<file path="src/rtl/audio_mixer_n.sv">
// N-channel gain/fade audio mixer: sequential multiply-accumulate over the
// channels, a fade-level scale, then saturation to the output width.
module audio_mixer_n #(
    parameter int NCH       = 4,
    parameter int IN_W      = 16,
    parameter int GAIN_W    = 8,
    parameter int OUT_W     = 16,
    parameter int FADE_W    = 8,
    parameter int RAMP_STEP = 16
) (
    input  logic                     clk,
    input  logic                     rst_n,
    input  logic                     sample_en,
    input  logic                     ramp_en,
    input  logic                     enable,
    input  logic [NCH*IN_W-1:0]      ch_in,
    input  logic [NCH*GAIN_W-1:0]    ch_gain,
    output logic signed [OUT_W-1:0]  out,
    output logic                     out_valid,
    output logic                     busy,
    output logic                     clip,
    output logic                     overrun
);

    localparam int ACC_W = IN_W + GAIN_W + $clog2(NCH) + 1;
    localparam int IDX_W = (NCH > 1) ? $clog2(NCH) : 1;
    localparam int LVL_W = FADE_W + 1;
    localparam int SCL_W = ((ACC_W + LVL_W + 1) > (OUT_W + 1)) ? (ACC_W + LVL_W + 1) : (OUT_W + 1);

    localparam logic [IDX_W-1:0] IDX_LAST  = IDX_W'(NCH - 1);
    localparam logic [LVL_W-1:0] LVL_FULL  = {1'b1, {FADE_W{1'b0}}};
    localparam logic [LVL_W-1:0] LVL_STEP  = LVL_W'(RAMP_STEP);
    localparam logic signed [SCL_W-1:0] SAT_MAX = {{(SCL_W-OUT_W+1){1'b0}}, {(OUT_W-1){1'b1}}};
    localparam logic signed [SCL_W-1:0] SAT_MIN = {{(SCL_W-OUT_W+1){1'b1}}, {(OUT_W-1){1'b0}}};

    typedef enum logic [1:0] {IDLE, ACCUM, SCALE, EMIT} state_t;

    state_t                     r_state;
    logic [NCH*IN_W-1:0]        r_ch;
    logic [NCH*GAIN_W-1:0]      r_gain;
    logic [LVL_W-1:0]           r_level;
    logic [LVL_W-1:0]           r_lvl_snap;
    logic signed [ACC_W-1:0]    r_acc;
    logic [IDX_W-1:0]           r_idx;
    logic signed [SCL_W-1:0]    r_scaled;
    logic signed [OUT_W-1:0]    r_out;
    logic                       r_valid;
    logic                       r_busy;
    logic                       r_clip;
    logic                       r_overrun;

    logic signed [IN_W-1:0]     w_ch_cur;
    logic signed [GAIN_W:0]     w_gain_cur;
    logic signed [ACC_W-1:0]    w_prod;
    logic signed [ACC_W-1:0]    w_term;
    logic signed [SCL_W-1:0]    w_scl;
    logic [LVL_W:0]             w_up_sum;
    logic [LVL_W-1:0]           w_level_next;
    logic signed [OUT_W-1:0]    w_sat_out;
    logic                       w_sat_clip;

    // Snapshot registers shift down one channel per ACCUM cycle, so the
    // current channel always sits in the low slice.
    assign w_ch_cur   = $signed(r_ch[IN_W-1:0]);
    assign w_gain_cur = $signed({1'b0, r_gain[GAIN_W-1:0]});
    assign w_prod     = ACC_W'(w_ch_cur) * ACC_W'(w_gain_cur);
    assign w_term     = w_prod >>> (GAIN_W - 1);
    assign w_scl      = (SCL_W'(r_acc) * SCL_W'($signed({1'b0, r_lvl_snap}))) >>> FADE_W;
    assign w_up_sum   = {1'b0, r_level} + {1'b0, LVL_STEP};

    always_comb begin
        w_level_next = r_level;
        if (enable) begin
            if (w_up_sum >= {1'b0, LVL_FULL}) w_level_next = LVL_FULL;
            else                              w_level_next = w_up_sum[LVL_W-1:0];
        end else begin
            if (r_level <= LVL_STEP) w_level_next = '0;
            else                     w_level_next = r_level - LVL_STEP;
        end
    end

    always_comb begin
        w_sat_out  = r_scaled[OUT_W-1:0];
        w_sat_clip = 1'b0;
        if (r_scaled > SAT_MAX) begin
            w_sat_out  = SAT_MAX[OUT_W-1:0];
            w_sat_clip = 1'b1;
        end else if (r_scaled < SAT_MIN) begin
            w_sat_out  = SAT_MIN[OUT_W-1:0];
            w_sat_clip = 1'b1;
        end
    end

    always_ff @(posedge clk or negedge rst_n) begin
        if (!rst_n) begin
            r_state    <= IDLE;
            r_ch       <= '0;
            r_gain     <= '0;
            r_level    <= '0;
            r_lvl_snap <= '0;
            r_acc      <= '0;
            r_idx      <= '0;
            r_scaled   <= '0;
            r_out      <= '0;
            r_valid    <= 1'b0;
            r_busy     <= 1'b0;
            r_clip     <= 1'b0;
            r_overrun  <= 1'b0;
        end else begin
            r_valid <= 1'b0;
            if (ramp_en)
                r_level <= w_level_next;
            if (sample_en && (r_state != IDLE))
                r_overrun <= 1'b1;

            case (r_state)
                IDLE: begin
                    if (sample_en) begin
                        r_ch       <= ch_in;
                        r_gain     <= ch_gain;
                        r_lvl_snap <= r_level;
                        r_acc      <= '0;
                        r_idx      <= '0;
                        r_busy     <= 1'b1;
                        r_state    <= ACCUM;
                    end
                end
                ACCUM: begin
                    r_acc  <= r_acc + w_term;
                    r_ch   <= r_ch >> IN_W;
                    r_gain <= r_gain >> GAIN_W;
                    if (r_idx == IDX_LAST) r_state <= SCALE;
                    else                   r_idx   <= r_idx + IDX_W'(1);
                end
                SCALE: begin
                    r_scaled <= w_scl;
                    r_state  <= EMIT;
                end
                EMIT: begin
                    r_out   <= w_sat_out;
                    r_clip  <= w_sat_clip;
                    r_valid <= 1'b1;
                    r_busy  <= 1'b0;
                    r_state <= IDLE;
                end
                default: r_state <= IDLE;
            endcase
        end
    end

    assign out       = r_out;
    assign out_valid = r_valid;
    assign busy      = r_busy;
    assign clip      = r_clip;
    assign overrun   = r_overrun;

endmodule

</file>
<file path="config.mk">
export PLATFORM = sky130hd
export DESIGN_NAME = audio_mixer_n
export DESIGN_NICKNAME = d
export VERILOG_FILES = /design/src/rtl/audio_mixer_n.sv
export SDC_FILE = /design/constraint.sdc
export NUM_CORES = 1
export LEC_CHECK = 0
export ABC_AREA = 1
export BUFFER_PORTS_ARGS = -buffer_cell sky130_fd_sc_hd__buf_2
export CAP_MARGIN = 15
export CORE_MARGIN = 4
export CORE_UTILIZATION = 50
export DETAILED_ROUTE_END_ITERATION = 10
export PLACE_DENSITY_LB_ADDON = 0.05
export SYNTH_ARGS = -nofsm -noshare
export SYNTH_HDL_FRONTEND = slang
export SYNTH_SLANG_ARGS = --single-unit
export TNS_END_PERCENT = 20
</file>
<file path="constraint.sdc">
create_clock -name clk -period 5.9 [get_ports clk]
set_input_delay 1.18 -clock clk [delete_from_list [all_inputs] [get_ports clk]]
set_output_delay 1.18 -clock clk [all_outputs]
set_load 0.005 [all_outputs]
</file>
; Yosys cells after proc, flatten, opt, wreduce, memory -nomap -nowiden
; Cells that the tools add are included.
[word_totals]
ff_bits = 194
input_bits = 101
out_inout_bits = 20
wordCells = 62
[classes]
add_sub_neg = 4
multipliers = 2
order_cmp = 4
n_eq_ne = 7
mux = 22
reduce_logical = 10
[ops]
columns = operator, count
row1 = 64-bit one-hot mux with 2 select lines, 1
row2 = 64-bit two-way mux, 1
row3 = 32-bit one-hot mux with 2 select lines, 1
row4 = 27-bit one-hot mux with 2 select lines, 1
row5 = 27-bit by 10-bit multiplier with 37-bit output, 1
row6 = 16-bit two-way mux, 2
row7 = 32-bit two-way mux, 1
row8 = 29-bit by 16-bit > comparator with 1-bit output (second input constant), 1
row9 = 29-bit by 16-bit < comparator with 1-bit output (second input constant), 1
row10 = 27-bit by 18-bit adder with 27-bit output, 1
row11 = 27-bit two-way mux, 1
row12 = 9-bit two-way mux, 3
row13 = 16-bit by 9-bit multiplier with 25-bit output, 1
row14 = 9-bit by 5-bit adder with 10-bit output (second input constant), 1
row15 = 10-bit by 9-bit greater-or-equal comparator with 1-bit output (second input constant), 1
row16 = 9-bit by 5-bit less-or-equal comparator with 1-bit output (second input constant), 1
row17 = 9-bit by 5-bit subtractor with 9-bit output (second input constant), 1
row18 = 2-bit two-way mux, 4
row19 = 2-bit one-hot mux with 4 select lines, 1
row20 = 2-bit AND reduction, 4
row21 = 2-bit equality test (second input constant), 3
row22 = 2-bit inequality test (second input constant), 3
row23 = 2-bit nonzero test, 3
row24 = 1-bit two-way mux, 4
row25 = other kinds (7), 7

; Longest topological paths before layout
; Gate-level depths: netlist of run 1.
[depth]
word_depth = 4
depth_mapped = 37
depth_no_buf = 34

; Worst setup path after synthesis of run 1
; No wires, ideal clock.
[synth_timing]
kind = flip-flop to flip-flop
start = register r_gain[2]
end = register r_acc[22]
setup_time_ns = 0.123
arrival_ns = 5.501
required_time_ns = 5.777
setup_slack_ns = 0.276
stages_incl_launch_ff = 31
n_path_buf = 2
period_less_slack_ns = 5.624
cell_sequence = dfrtp_1 -> clkbuf_1 -> clkbuf_1 -> nand2_1 -> fa_1 -> inv_1 -> fa_1 -> inv_1 -> fa_1 -> fa_1 -> inv_1 -> ha_1 -> a21oi_2 -> nor2_1 -> o21ai_0 -> nand2_1 -> a21oi_1 -> o21ai_2 -> nand2_1 -> nand2_1 -> xor2_1 -> ha_1 -> nand2_1 -> nor2_1 -> inv_1 -> nor3_1 -> nand3_1 -> nand3_1 -> a21oi_1 -> o21ai_0 -> nand2_1
[synth_between]
elab_chain_len = 3
[synth_rtl]
columns = element, line
row1 = start: declaration, 40  ; logic [NCH*GAIN_W-1:0] r_gain;
row2 = start signal: assignment, 120  ; r_gain <= ch_gain;
row3 = start signal: assignment, 131  ; r_gain <= r_gain >> GAIN_W;
row4 = 16-bit by 9-bit multiplier with 25-bit output, 66  ; assign w_prod = ACC_W'(w_ch_cur) * ACC_W'(w_gain_cur);
row5 = 27-bit by 18-bit adder with 27-bit output, 129  ; r_acc <= r_acc + w_term;
row6 = 27-bit one-hot mux with 2 select lines, 116  ; case (r_state)
row7 = end signal: assignment, 129
row8 = end: declaration, 43  ; logic signed [ACC_W-1:0] r_acc;
; No other way between the ends.
; A chain may end at the register's enable or synchronous reset.

; Worst setup path in the final report of run 1
[layout_timing]
start = register r_gain[5]
end = register r_acc[22]
; The elaborated chain is that of the path after synthesis.

==> results.tsv, run 1 <==
metric	value	unit
antenna_left	0	
drv_slew	0	
layout_commonest_cell	nand2_1	
synth_top_cell_by_area	dfrtp_1	
synth_edf_count	0	
die_w	214	um
grtUsageTotal	25.3	%
grt_pass1_wl	94600	um
io_buffer_count	120	
hold_violations	0	
clock_sinks	186	
rows	75	
fin_crit_sh	98.1	%
overflow	0	
totalWireLength	58500	um
required	6.29	ns
antenna_cells	0	
synth-seq-cells	186	
critPathMaxFanout	6	
worst_pin_slew	0.938	ns
dp_hpwl	46100	um
synthCells	2872	
maxCapViolations	0	
ys_types	48	
arrival	6.18	ns
clk_latency	0.50	ns
avgViaCountPerCell	5.11	
cts_tree	done	
holdCritPathClass	reg2reg	
max_freq	173	MHz
fp.dieArea	45800	um2
antenna_found_initial	1	
synth_area	21200	um2
initial_core_util	50.6	%
netlist.area_leader.share	21.9	%
finalClockSkew	0.0310	ns
area_growth_syn_to_layout	19.4	%
grt_max_degree	124	
path_common_cell	inv_2	
rsz0062_at_grt	true	
final_cell_mix	nand2_1 (769), inv_1 (597), fa_1 (208)	
nNetsFinal	3653	
num_vias	18800	
routedWlPerCell	15.9	um
setup_viol	0	
layout-drive-gt1-share	17.3	%
drc	0	
crit_path_start_kind	register	
grt_pass1_vias	18500	
pin_count	121	
htreeDepth	4	
root_buffer	clkbuf_16	
yosys_warnings	0	
cts_buffer_depth	2	
ys_top_cells_by_area	dfrtp_1 (22%), fa_1 (20%), nand2_1 (14%), ha_1 (12%), inv_1 (11%)	
critPathKind	reg2reg	
fin_crit	5.79	ns
status	complete, no violations	
clk_pin_slew	0.10	ns
crit_path_top_delay_cell	fa_1	
dieHeight	214	um
slowest_delay	0.54	ns
cts_buffers	17	
tns	0	ns
synthFlopType	dfrtp_1	
synth_seq_area_share	21.9	%
routabilityCongestion	0.956	
crit_path_end_kind	register	
drt-initial-drc-count	1330	
slew_headroom	37.5	%
firstDrtPassIters	6	
ys_async_sr_fraction	100	%
avgSynthCellArea	7.38	um2
core	41900	um2
-- per-stage QoR --
stage	setup WS [ns]	instances	hold slack [ns]	util, %	instance area [um2]
after floorplan	0.276	2908	0.442	-	21300
after detailed placement	-0.179	3622	0.455	56.1	23500
final	0.113	3683	0.473	60.4	25300
after global placement	-0.0803	3622	0.442	56.1	23500
after CTS	-0.0499	3654	0.479	57.6	24200
after global routing	-0.129	3683	0.495	60.4	25300
-- cell usage after synthesis (25+ instances only) --
cell      number
a21oi_1      106
a31oi_1       84
clkbuf_1      67
dfrtp_1      186
fa_1         215
ha_1         206
inv_1        618
nand2_1      809
nand3_1      104
nor2_1       181
o21ai_0       88
xnor2_1       25
-- metal layers --
layer / GRT usage (%) / up-vias / share of wire [%]
met4: 5.60 / 0 / 1.4
li1: - / 9235 / -
met2: 37.3 / 413 / 44
met3: 3.55 / 54 / 4.7
met5: 0 / - / 0
met1: 39.6 / 9108 / 50
-- registers in the layout, summed over array words and instances (netlist names) --
name,cells
busy,1
clip,1
out,16
out_valid,1
overrun,1
r_acc,27
r_ch,64
r_gain,32
r_idx,2
r_level,5
r_lvl_snap,5
r_scaled,29
r_state,2
-- worst max-delay path: cells and delay by family, from the launching register on --
kind | cells | cell delay (ns)
and+or+nand+nor | 8 | 0.85
buffers and inverters | 11 | 0.99
xor gates and xnor gates | 1 | 0.18
adders and majority gates | 6 | 2.65
AOI/OAI and AO/OA | 4 | 0.55
DFF | 1 | 0.46
-- what timing repair did --
item	CTS	global route
cloned	0	3
endpoints found under the setup margin	8	18
hold buffers	0	0
gates resized for setup	9	219
buffers inserted	0	26
pin swaps	0	116
-- worst paths after layout --
path | slack, ns | depth (start not counted) | endpoint | from
setup / recovery | 0.11 | 30 | r_acc[22] | r_gain[5]
hold / removal | 0.47 | 1 | overrun | overrun
setup reg to reg | 0.11 | 30 | r_acc[22] | r_gain[5]
hold reg to reg | 0.47 | 1 | overrun | overrun
max in group asynchronous | 4.10 | 2 | r_ch[11] | rst_n
min in group asynchronous | 0.70 | 1 | r_scaled[2] | rst_n
-- final cells by class --
cell class / count / area [um2]
clock buffer: 17 / 425
clock inverter: 15 / 209
fill: 3943 / 16600
inverter: 623 / 2340
multi-input combinational: 1996 / 14800
sequential: 186 / 4670
tap: 539 / 674
timing repair buffer: 307 / 2210
-- cells by family (layout without fill, tap and decap cells) --
logic type | after synthesis | after routing | synth area share, %
AND/OR/NAND/NOR | 1156 | 1156 | 21.8
buffers and inverters | 726 | 962 | 13.0
adder cells (fa/ha/maj) | 421 | 421 | 32.4
AO/OA/AOI/OAI | 339 | 339 | 9.04
flip-flops | 186 | 186 | 21.9
XOR/XNOR | 41 | 41 | 1.69
other | 2 | 38 | 0.0354
multiplexers | 1 | 1 | 0.0472
Power of run 1 is left out: the tool's default activity adds up to more than one toggle a clock period on the data nets, which glitch-free logic cannot reach.
==> run 2, diff against run 1 <==
Settings changed: ABC_AREA 1 to default, SKIP_LAST_GASP from default to 1.
==> run 2 against run 1 <==
The run now ends with setup timing left. Worst hold slack worse by 0.0088 ns. Clock skew down 0.016 ns. Via count down 23%. Setup slack worse by 0.71 ns. Routed wire length down 30%. Critical endpoint is now r_acc[23]. Global-route usage down 5.2 points. Non-clock buffer count down 19. Largest cell class unchanged.
==> results.tsv, run 2 <==
metric	value	unit
finalClockSkew	0.0153	ns
cp-startpoint	r_gain[2]	
holdCritPathClass	reg2reg	
ys_types	70	
drc	0	
grt_max_degree	169	
whs_path_depth	1	
reg2regPathDepth	30	
overflow	0	
fin_ws	-0.596	ns
largest_reg_flops	64	
drv_slew	0	
rsz0062_at_grt	true	
fin_crit	6.50	ns
synth_edf_count	0	
ys_top_cells_by_count	inv_1 (324), fa_1 (215), ha_1 (206)	
r2r-end	r_acc[23]	
netlist.area_leader.share	23.8	%
htreeDepth	4	
initial_core_util	50.7	%
rows	72	
slew_headroom	27.6	%
cts_buffers	17	
root_buffer	clkbuf_16	
antenna_left	0	
num_vias	14400	
reg2reg_setup_slack	-0.60	ns
layout_commonest_cell	inv_1	
pre_cts_ws	-0.614	ns
yosysMostFrequentCell	inv_1	
avgSynthCellArea	9.61	um2
avgViaCountPerCell	5.07	
clk_latency	0.47	ns
layout-drive-gt1-share	19.3	%
cts_hold_buf	0	
yosys_warnings	0	
die_w	206	um
fp.dieArea	42400	um2
grt_pass1_wl	70000	um
synth-seq-cells	186	
reg_top3	r_ch: 64 flops, r_gain: 32 flops, r_scaled: 29 flops	
violations	setup timing	
final_cell_mix	inv_1 (310), fa_1 (214), and2_1 (197)	
core	38600	um2
required	6.25	ns
cts_tree	done	
worst_pin_slew	1.08	ns
synthCells	2037	
synthFlopType	dfrtp_1	
grt_pass1_vias	14500	
setup_viol	17	
clk_pin_slew	0.08	ns
firstDrtPassIters	4	
timing.hold.ws	0.464	ns
fin_crit_sh	110	%
critPathKind	reg2reg	
grtUsageTotal	20.1	%
nNetsFinal	2833	
synth_seq_area_share	23.8	%
regMostFlops	r_ch	
critPathMaxFanout	3	
synth_area	19600	um2
dieHeight	206	um
fin_cells	2843	
status	finished with violations	
totalWireLength	40800	um
ys_top_cells_by_area	dfrtp_1 (24%), fa_1 (22%), ha_1 (13%), and2_1 (6.5%), inv_1 (6.2%)	
pin_count	121	
dp_hpwl	33000	um
hold_violations	0	
routedWlPerCell	14.3	um
area_growth_syn_to_layout	17.9	%
fillers	3434	
antenna_found_initial	2	
routabilityCongestion	0.848	
arrival	6.85	ns
tns	-5.96	ns
crit_path_end_kind	register	
r2r-start	r_gain[2]	
max_freq	154	MHz
maxCapViolations	0	
dpl.cell_count	2787	
drt-initial-drc-count	530	
synth_top_cell_by_area	dfrtp_1	
io_buffer_count	120	
crit_path_top_delay_cell	fa_1	
clock_sinks	186	
cts_buffer_depth	2	
slowest_delay	0.54	ns
ys_async_sr_fraction	100	%
crit_path_start_kind	register	
cp-endpoint	r_acc[23]	
run 2: per-layer routing:
layer,wire length [um],vias to the layer above,GRT usage (%)
met2,19500,142,32.1
met1,19700,7165,29.5
met4,472,2,4.28
met5,13,-,0
li1,-,7086,-
met3,1100,23,2.79
run 2: layout make-up:
cell class / instances / area (um2) / area share (%)
Tap cell: 518 / 648 / 2.81
Antenna cell: 1 / 2.50 / 0.0108
Clock buffer: 17 / 425 / 1.84
Multi-Input combinational cell: 1493 / 14000 / 60.6
Clock inverter: 15 / 198 / 0.857
Inverter: 325 / 1220 / 5.29
Timing Repair Buffer: 288 / 1930 / 8.35
Sequential cell: 186 / 4670 / 20.2
run 2: cell families (layout without fill, tap and decap cells):
kind of cell	Yosys count	after routing	share of synthesized area, %
xor+xnor	75	75	3.39
mux	105	105	5.53
simple gates	522	522	13.6
flops	186	186	23.8
compound gates	332	332	11.0
fa+ha+maj	421	421	35.1
other cells	2	39	0.0384
buf+inv	394	645	7.57
run 2: worst min-delay path by stage:
stage | slack, ns | endpoint | start
floorplan | 0.45 | r_ch[16] | r_ch[16]
global placement | 0.44 | overrun | overrun
detailed placement | 0.44 | overrun | overrun
CTS | 0.46 | overrun | overrun
global route | 0.48 | overrun | overrun
finish | 0.46 | overrun | overrun
run 2: timing repair:
item | 4_1_cts | 5_1_grt
setup buffers | 14 | 8
gates cloned | 1 | 0
endpoints found under the setup margin | 16 | 27
resized for setup | 42 | 14
pin swaps | 36 | 29
run 2: worst max-delay path, delay by kind of cell, from the launching register on:
kind,cells,cell delay (ns)
AO/OA/AOI/OAI,10,1.78
XOR/XNOR,2,0.29
adder cells (fa/ha/maj),6,2.33
buffers and inverters,5,0.42
flip-flops,1,0.42
AND/OR/NAND/NOR,7,1.14
run 2: metrics by stage:
step | util (%) | area [um2]
2_1_floorplan | - | 20100
3_3_place_gp | 57.2 | 22100
3_5_place_dp | 57.2 | 22100
4_1_cts | 59.4 | 23000
5_1_grt | 59.7 | 23100
6_report | 59.7 | 23100
Power of run 2 is left out for the same reason.
